[config.mk]
export PLATFORM = sky130hd
export DESIGN_NAME = dtw_core_ctrl_flat
export DESIGN_NICKNAME = d
export VERILOG_FILES = /design/src/rtl/dtw_core_ctrl_if.sv /design/src/rtl/dtw_core_ctrl.sv /design/src/flat_wrapper.sv
export SDC_FILE = /design/constraint.sdc
export NUM_CORES = 1
export LEC_CHECK = 0
export BUFFER_PORTS_ARGS = -buffer_cell sky130_fd_sc_hd__buf_2
export CAP_MARGIN = 5
export CORE_MARGIN = 2
export CORE_UTILIZATION = 51
export DETAILED_ROUTE_END_ITERATION = 8
export HOLD_SLACK_MARGIN = 0.15
export PLACE_DENSITY = 0.84
export SYNTH_ARGS = -nofsm -noshare
export SYNTH_HDL_FRONTEND = slang
export SYNTH_SLANG_ARGS = --single-unit
export TNS_END_PERCENT = 100
[constraint.sdc]
create_clock -name clk -period 3.1 [get_ports clk]
set_input_delay 0.62 -clock clk [delete_from_list [all_inputs] [get_ports clk]]
set_output_delay 0.62 -clock clk [all_outputs]
set_load 0.005 [all_outputs]
[src/rtl/dtw_core_ctrl_if.sv]
// Controller <-> PE-array/front-end bus: squiggle stream in, x-register writes, reference reads, last-PE cost.
// master = controller side, slave = array/front-end side.
interface dtw_core_ctrl_if #(
  parameter int width  = 16,
  parameter int PE_NUM = 32,
  parameter int ADDR_W = 16
);
  localparam int SEL_W = $clog2(PE_NUM);

  logic [width-1:0]  sq_data;
  logic              sq_valid;
  logic              sq_ready;
  logic              x_we;
  logic [SEL_W-1:0]  x_sel;
  logic [width-1:0]  x_data;
  logic              pe_clr;
  logic              running;
  logic              ref_rd;
  logic [ADDR_W-1:0] ref_addr;
  logic [width-1:0]  last_dtwc;

  modport master (
    input  sq_data, sq_valid, last_dtwc,
    output sq_ready, x_we, x_sel, x_data, pe_clr, running, ref_rd, ref_addr
  );

  modport slave (
    output sq_data, sq_valid, last_dtwc,
    input  sq_ready, x_we, x_sel, x_data, pe_clr, running, ref_rd, ref_addr
  );
endinterface

[src/rtl/dtw_core_ctrl.sv]
// DTW array sequencer: load PE_NUM samples, clear, stream ref_len addresses, track min last-PE cost; all outputs registered.
// LOAD stalls on sq_valid gaps; optional abort input enabled by `DTW_CTRL_ABORT_EN.
module dtw_core_ctrl #(
  parameter int width  = 16,
  parameter int PE_NUM = 32,
  parameter int ADDR_W = 16
) (
  input  logic              clk,
  input  logic              rst,
  input  logic              start,
  input  logic [ADDR_W-1:0] ref_len,
`ifdef DTW_CTRL_ABORT_EN
  input  logic              abort,
`endif
  output logic              busy,
  output logic              done,
  output logic [width-1:0]  score,
  output logic [ADDR_W-1:0] score_pos,
  dtw_core_ctrl_if.master   bus
);
  localparam int SEL_W = $clog2(PE_NUM);
  localparam int CW    = ADDR_W + SEL_W + 1;

  typedef enum logic [2:0] {IDLE, LOAD, CLR, RUN, DONE} state_t;

  state_t            state_q, state_d;
  logic [ADDR_W-1:0] len_q, len_d;
  logic [SEL_W-1:0]  k_q, k_d;
  logic [CW-1:0]     c_q, c_d;
  logic              busy_q, busy_d, done_q, done_d;
  logic              sq_ready_q, sq_ready_d, x_we_q, x_we_d;
  logic [SEL_W-1:0]  x_sel_q, x_sel_d;
  logic [width-1:0]  x_data_q, x_data_d;
  logic              pe_clr_q, pe_clr_d, running_q, running_d, ref_rd_q, ref_rd_d;
  logic [ADDR_W-1:0] ref_addr_q, ref_addr_d;
  logic [width-1:0]  score_q, score_d;
  logic [ADDR_W-1:0] score_pos_q, score_pos_d;
  logic [CW-1:0]     len_ext, c_end;

  assign len_ext = CW'(len_q);
  // Last counter value: final reference sample has drained through PE_NUM-1 more PEs.
  assign c_end   = len_ext + CW'(PE_NUM - 2);

  always_comb begin
    state_d     = state_q;
    len_d       = len_q;
    k_d         = k_q;
    c_d         = c_q;
    busy_d      = busy_q;
    done_d      = 1'b0;
    sq_ready_d  = sq_ready_q;
    x_we_d      = 1'b0;
    x_sel_d     = x_sel_q;
    x_data_d    = x_data_q;
    pe_clr_d    = 1'b0;
    running_d   = running_q;
    ref_rd_d    = ref_rd_q;
    ref_addr_d  = ref_addr_q;
    score_d     = score_q;
    score_pos_d = score_pos_q;
    case (state_q)
      IDLE: begin
        if (start) begin
          busy_d      = 1'b1;
          score_d     = '1;
          score_pos_d = '0;
          if (ref_len != '0) begin
            len_d      = ref_len;
            k_d        = '0;
            sq_ready_d = 1'b1;
            state_d    = LOAD;
          end else begin
            done_d  = 1'b1;
            state_d = DONE;
          end
        end
      end
      LOAD: begin
        if (bus.sq_valid && sq_ready_q) begin
          x_we_d   = 1'b1;
          x_sel_d  = k_q;
          x_data_d = bus.sq_data;
          k_d      = k_q + SEL_W'(1);
          if (k_q == SEL_W'(PE_NUM - 1)) begin
            sq_ready_d = 1'b0;
            pe_clr_d   = 1'b1;
            state_d    = CLR;
          end
        end
      end
      CLR: begin
        c_d        = '0;
        running_d  = 1'b1;
        ref_rd_d   = 1'b1;
        ref_addr_d = '0;
        state_d    = RUN;
      end
      RUN: begin
        // Strict compare keeps the earliest position on ties.
        if (c_q >= CW'(PE_NUM - 1) && bus.last_dtwc < score_q) begin
          score_d     = bus.last_dtwc;
          score_pos_d = c_q[ADDR_W-1:0] - ADDR_W'(PE_NUM - 1);
        end
        if (c_q == c_end) begin
          running_d = 1'b0;
          ref_rd_d  = 1'b0;
          done_d    = 1'b1;
          state_d   = DONE;
        end else begin
          c_d      = c_q + CW'(1);
          ref_rd_d = (c_d < len_ext);
          if (ref_rd_d) ref_addr_d = c_d[ADDR_W-1:0];
        end
      end
      DONE: begin
        busy_d  = 1'b0;
        state_d = IDLE;
      end
      default: state_d = IDLE;
    endcase
`ifdef DTW_CTRL_ABORT_EN
    if (abort && (state_q == LOAD || state_q == CLR || state_q == RUN)) begin
      state_d     = DONE;
      done_d      = 1'b1;
      sq_ready_d  = 1'b0;
      x_we_d      = 1'b0;
      x_sel_d     = x_sel_q;
      x_data_d    = x_data_q;
      pe_clr_d    = 1'b0;
      running_d   = 1'b0;
      ref_rd_d    = 1'b0;
      ref_addr_d  = ref_addr_q;
      k_d         = k_q;
      c_d         = c_q;
      score_d     = score_q;
      score_pos_d = score_pos_q;
    end
`endif
  end

  always_ff @(posedge clk) begin
    if (rst) begin
      state_q     <= IDLE;
      len_q       <= '0;
      k_q         <= '0;
      c_q         <= '0;
      busy_q      <= 1'b0;
      done_q      <= 1'b0;
      sq_ready_q  <= 1'b0;
      x_we_q      <= 1'b0;
      x_sel_q     <= '0;
      x_data_q    <= '0;
      pe_clr_q    <= 1'b0;
      running_q   <= 1'b0;
      ref_rd_q    <= 1'b0;
      ref_addr_q  <= '0;
      score_q     <= '1;
      score_pos_q <= '0;
    end else begin
      state_q     <= state_d;
      len_q       <= len_d;
      k_q         <= k_d;
      c_q         <= c_d;
      busy_q      <= busy_d;
      done_q      <= done_d;
      sq_ready_q  <= sq_ready_d;
      x_we_q      <= x_we_d;
      x_sel_q     <= x_sel_d;
      x_data_q    <= x_data_d;
      pe_clr_q    <= pe_clr_d;
      running_q   <= running_d;
      ref_rd_q    <= ref_rd_d;
      ref_addr_q  <= ref_addr_d;
      score_q     <= score_d;
      score_pos_q <= score_pos_d;
    end
  end

  assign busy         = busy_q;
  assign done         = done_q;
  assign score        = score_q;
  assign score_pos    = score_pos_q;
  assign bus.sq_ready = sq_ready_q;
  assign bus.x_we     = x_we_q;
  assign bus.x_sel    = x_sel_q;
  assign bus.x_data   = x_data_q;
  assign bus.pe_clr   = pe_clr_q;
  assign bus.running  = running_q;
  assign bus.ref_rd   = ref_rd_q;
  assign bus.ref_addr = ref_addr_q;
endmodule

[src/flat_wrapper.sv]
// flat-port wrapper written by rule: the top's interface ports become plain ports
module dtw_core_ctrl_flat 
#(
  parameter int width  = 16,
  parameter int PE_NUM = 32,
  parameter int ADDR_W = 16
)
  (clk, rst, start, ref_len, busy, done, score, score_pos, bus_sq_data, bus_sq_valid, bus_last_dtwc, bus_sq_ready, bus_x_we, bus_x_sel, bus_x_data, bus_pe_clr, bus_running, bus_ref_rd, bus_ref_addr);
  dtw_core_ctrl_if #(.width(width), .PE_NUM(PE_NUM), .ADDR_W(ADDR_W)) bus_i ();
  input  logic clk;
  input  logic rst;
  input  logic start;
  input  logic [ADDR_W-1:0] ref_len;
  output logic busy;
  output logic done;
  output logic [width-1:0] score;
  output logic [ADDR_W-1:0] score_pos;
  input wire logic [$bits(bus_i.sq_data)-1:0] bus_sq_data;
  input wire logic [$bits(bus_i.sq_valid)-1:0] bus_sq_valid;
  input wire logic [$bits(bus_i.last_dtwc)-1:0] bus_last_dtwc;
  output wire logic [$bits(bus_i.sq_ready)-1:0] bus_sq_ready;
  output wire logic [$bits(bus_i.x_we)-1:0] bus_x_we;
  output wire logic [$bits(bus_i.x_sel)-1:0] bus_x_sel;
  output wire logic [$bits(bus_i.x_data)-1:0] bus_x_data;
  output wire logic [$bits(bus_i.pe_clr)-1:0] bus_pe_clr;
  output wire logic [$bits(bus_i.running)-1:0] bus_running;
  output wire logic [$bits(bus_i.ref_rd)-1:0] bus_ref_rd;
  output wire logic [$bits(bus_i.ref_addr)-1:0] bus_ref_addr;
  assign bus_i.sq_data = bus_sq_data;
  assign bus_i.sq_valid = bus_sq_valid;
  assign bus_i.last_dtwc = bus_last_dtwc;
  assign bus_sq_ready = bus_i.sq_ready;
  assign bus_x_we = bus_i.x_we;
  assign bus_x_sel = bus_i.x_sel;
  assign bus_x_data = bus_i.x_data;
  assign bus_pe_clr = bus_i.pe_clr;
  assign bus_running = bus_i.running;
  assign bus_ref_rd = bus_i.ref_rd;
  assign bus_ref_addr = bus_i.ref_addr;
  dtw_core_ctrl #(.width(width), .PE_NUM(PE_NUM), .ADDR_W(ADDR_W)) u_core (.clk(clk), .rst(rst), .start(start), .ref_len(ref_len), .busy(busy), .done(done), .score(score), .score_pos(score_pos), .bus(bus_i));
endmodule
==> results.sh <==
export IMPL_p_total_mw=4.180
export IMPL_cts_tree="yes"
export IMPL_avgSynthCellArea_um2=8.325
export IMPL_setup_slack_ns=-0.2913
export IMPL_synth_top_area_share=0.3613
export IMPL_routed_wl_um=20060
export IMPL_die_h_um=119.1
export IMPL_max_cap_violations=0
export IMPL_cp_end_kind="register"
export IMPL_slew_headroom=0.5446
export IMPL_grt_setup_unrepaired="yes"
export IMPL_hold_viol=0
export IMPL_syn_to_final_growth_pct=29.84
export IMPL_fin_util=0.6708
export IMPL_switchingPower_mw=1.141
export IMPL_post_route_cell_area_um2=8777
export IMPL_yosys_warnings=0
export IMPL_ant_nets=0
export IMPL_grt_pass1_vias=6315
export IMPL_max_freq_mhz=294.9
export IMPL_core_area_um2=13090
export IMPL_grt_max_degree=64
export IMPL_numPortBuffers=127
export IMPL_peakVddDrop_mv=0.3411
export IMPL_ys_ff_latch=122
export IMPL_post_dp_hpwl_um=13880
export IMPL_worstHoldStart="bus_sq_data[11]"
export IMPL_violations="setup timing"
export IMPL_leakagePower_nw=3.877
export IMPL_fin_setup_tns_ns=-3.661
export IMPL_clock_sinks=122
export IMPL_netlist_instances=812
export IMPL_yosysUniqueCellTypes=74
export IMPL_placed_area_um2=7989
export IMPL_cts_clk_slew_worst_paths_ns=0.06
export IMPL_timing_rr_start="u_core.c_q[6]"
export IMPL_clockPowerShare=0.472
export IMPL_synth_edff_count=0
export IMPL_std_cell_rows=42
export IMPL_drv_slew=0
export IMPL_cts_hold_buf=0
export IMPL_die_w_um=119.1
export IMPL_required_ns=3.41
export IMPL_num_vias=6763
export IMPL_min_period_ns=3.391
export IMPL_grt_overflow=0
export IMPL_seqCellArea_um2=2456
export IMPL_nNetsFinal=1067
export IMPL_insertion_delay_ns=0.43
export IMPL_r2r_setup_slack_ns=-0.29
export IMPL_gp_congestion=0.9493
export IMPL_hold_class="in -> reg"
export IMPL_start_util=0.5166
export IMPL_path_class="reg -> reg"
export IMPL_cts_buffers=17
export IMPL_critPathMaxFanout=7
export IMPL_drt_iter0_drc=596
export IMPL_diodes=0
export IMPL_cts_buffer_depth=2
export IMPL_synthesis_nets=899
export IMPL_drc=0
export IMPL_yosysTopAreaCell="dfxtp_1"
export IMPL_clock_root_buffer="clkbuf_16"
export IMPL_status="finished, violations left"
export IMPL_wl_per_cell_um=17.17
export IMPL_synth_ff_type="dfxtp_1"
export IMPL_ios=128
export IMPL_fillers=995
export IMPL_max_slew_worst_pin_slew_ns=0.6831
export IMPL_async_flop_share=0
export IMPL_die_area_um2=14190
export IMPL_netlist_area_um2=6760
export IMPL_setup_viol=17
export IMPL_swShare=0.2730
export IMPL_period_share=1.094
export IMPL_viasPerCell=5.790
export IMPL_multi_input_area_um2=4156
export IMPL_layout_drive_gt1_share=0.2893
export IMPL_critPathLaunchType="register"
export IMPL_drtPass1Iterations=5
export IMPL_synthTopCellsByArea="dfxtp_1 (36%), nand2_1 (7.0%), ha_1 (6.5%)"
export IMPL_antenna_found_initial=0
export IMPL_grt_usage=0.2821
export IMPL_intPower_mw=3.039
export IMPL_worstPathArrival_ns=3.70
export IMPL_pwr_share_comb=0.134
export IMPL_seqPwrFrac=0.394
export IMPL_synth_seq_area_share=0.3613
export IMPL_htreeDepth=4
export IMPL_powerDensity_nw_per_um2=476.3
export IMPL_cp_startpoint="u_core.c_q[6]"
export IMPL_grt_pass1_wl_um=31910
export IMPL_fin_skew_ns=0.01074
## through the flow
step / setup slack (ns) / cells / hold WS (ns)
detailed placement: -0.2204 / 1129 / 0.4443
CTS: -0.1710 / 1166 / 0.4185
global placement: -0.1679 / 1129 / 0.4385
global route: -0.4584 / 1168 / 0.4311
floorplan: -0.03674 / 812 / 0.4406
finish: -0.2913 / 1168 / 0.4259
## cell usage in the layout, fill, tap and decap left out, types with 7 or more instances in the layout
master | netlist | routed
nor2_1 | 26 | 25
buf_4 | 0 | 73
xor2_1 | 17 | 17
a211oi_1 | 10 | 10
nand3_1 | 28 | 23
or4_1 | 7 | 7
a21oi_1 | 62 | 61
xnor2_1 | 29 | 23
a2bb2oi_1 | 15 | 15
nand2_1 | 126 | 124
nand4_1 | 15 | 15
mux2i_1 | 14 | 14
clkbuf_16 | 0 | 17
nor3_1 | 19 | 18
nor4_1 | 16 | 16
or3_1 | 9 | 9
nand3b_1 | 11 | 11
dfxtp_1 | 122 | 115
nand2b_1 | 18 | 18
ha_1 | 35 | 30
buf_2 | 15 | 127
o21ai_0 | 29 | 27
inv_1 | 38 | 38
## final timing paths
path | end | depth (start not counted)
hold reg to reg | u_core.bus.x_data[5] | 2
hold / removal | u_core.bus.x_data[11] | 3
setup / recovery | u_core.bus.ref_addr[5] | 13
setup reg to reg | u_core.bus.ref_addr[5] | 13
## per-layer routing
| layer | track usage | part of all wire |
|---|---|---|
| met1 | 0.3695 | 0.42 |
| met2 | 0.4429 | 0.47 |
| met3 | 0.06753 | 0.091 |
| met4 | 0.1228 | 0.025 |
| met5 | 0 | 0 |
## synthesized netlist by cell type (9+ instances only)
cell type  count
a211oi_1      10
a21oi_1       62
a2bb2oi_1     15
buf_2         15
clkbuf_1      34
dfxtp_1      122
ha_1          35
inv_1         38
mux2i_1       14
nand2_1      126
nand2b_1      18
nand3_1       28
nand3b_1      11
nand4_1       15
nor2_1        26
nor3_1        19
nor4_1        16
o21ai_0       29
or3_1          9
xnor2_1       29
xor2_1        17
## worst max-delay path: stages (launching register included)
cell and delay, ns:
dfxtp_2 0.33, and4_4 0.27, buf_6 0.12, nand2_4 0.05, nor2_4 0.16, nand2_2 0.09, xnor2_2 0.16, ha_2 0.22
a2111oi_4 0.35, o21ai_1 0.14, a221o_1 0.38, nand4bb_4 0.31, o31a_4 0.47, a32o_1 0.23
## power by group through the flow
stage	sequential, mW	clock (mW)	combinational [mW]
after floorplan	1.67	0	0.352
after global placement	1.68	0	0.514
after detailed placement	1.68	0	0.522
after CTS	1.65	1.99	0.541
after global routing	1.65	2.07	0.606
final	1.65	1.97	0.559
## cell families after synthesis
logic type	Yosys count	synth area share
fa+ha+maj	35	0.06478
xor+xnor	47	0.06311
simple gates	312	0.2367
flops	122	0.3613
mux	14	0.02073
compound gates	189	0.1964
buf+inv	93	0.05700
## what timing repair did
| item | CTS | global route |
|---|---|---|
| setup buffers | 5 | 2 |
| gates cloned | 1 | 0 |
| setup endpoints to repair | 17 | 27 |
| pin swaps | 12 | 17 |
| resized for setup | 12 | 21 |
## state kept, by name (all words and copies together), names as in the netlist, 3 cells and up
register,flops
u_core.k_q,5
u_core.bus.x_data,16
u_core.score_pos,16
u_core.score,16
u_core.state_q,3
u_core.c_q,22
u_core.bus.ref_addr,16
u_core.len_q,16
u_core.bus.x_sel,5
## final cells by class
cell class              instances  area share
clock buffers                  18     0.05004
clock inverters                13     0.01639
inverters                      39     0.01668
multi-input cells             598      0.4736
flip-flops and latches        122      0.2798
well taps                     176     0.02509
repair buffers                202      0.1384
No activity file was read; power rests on OpenSTA's default activity.
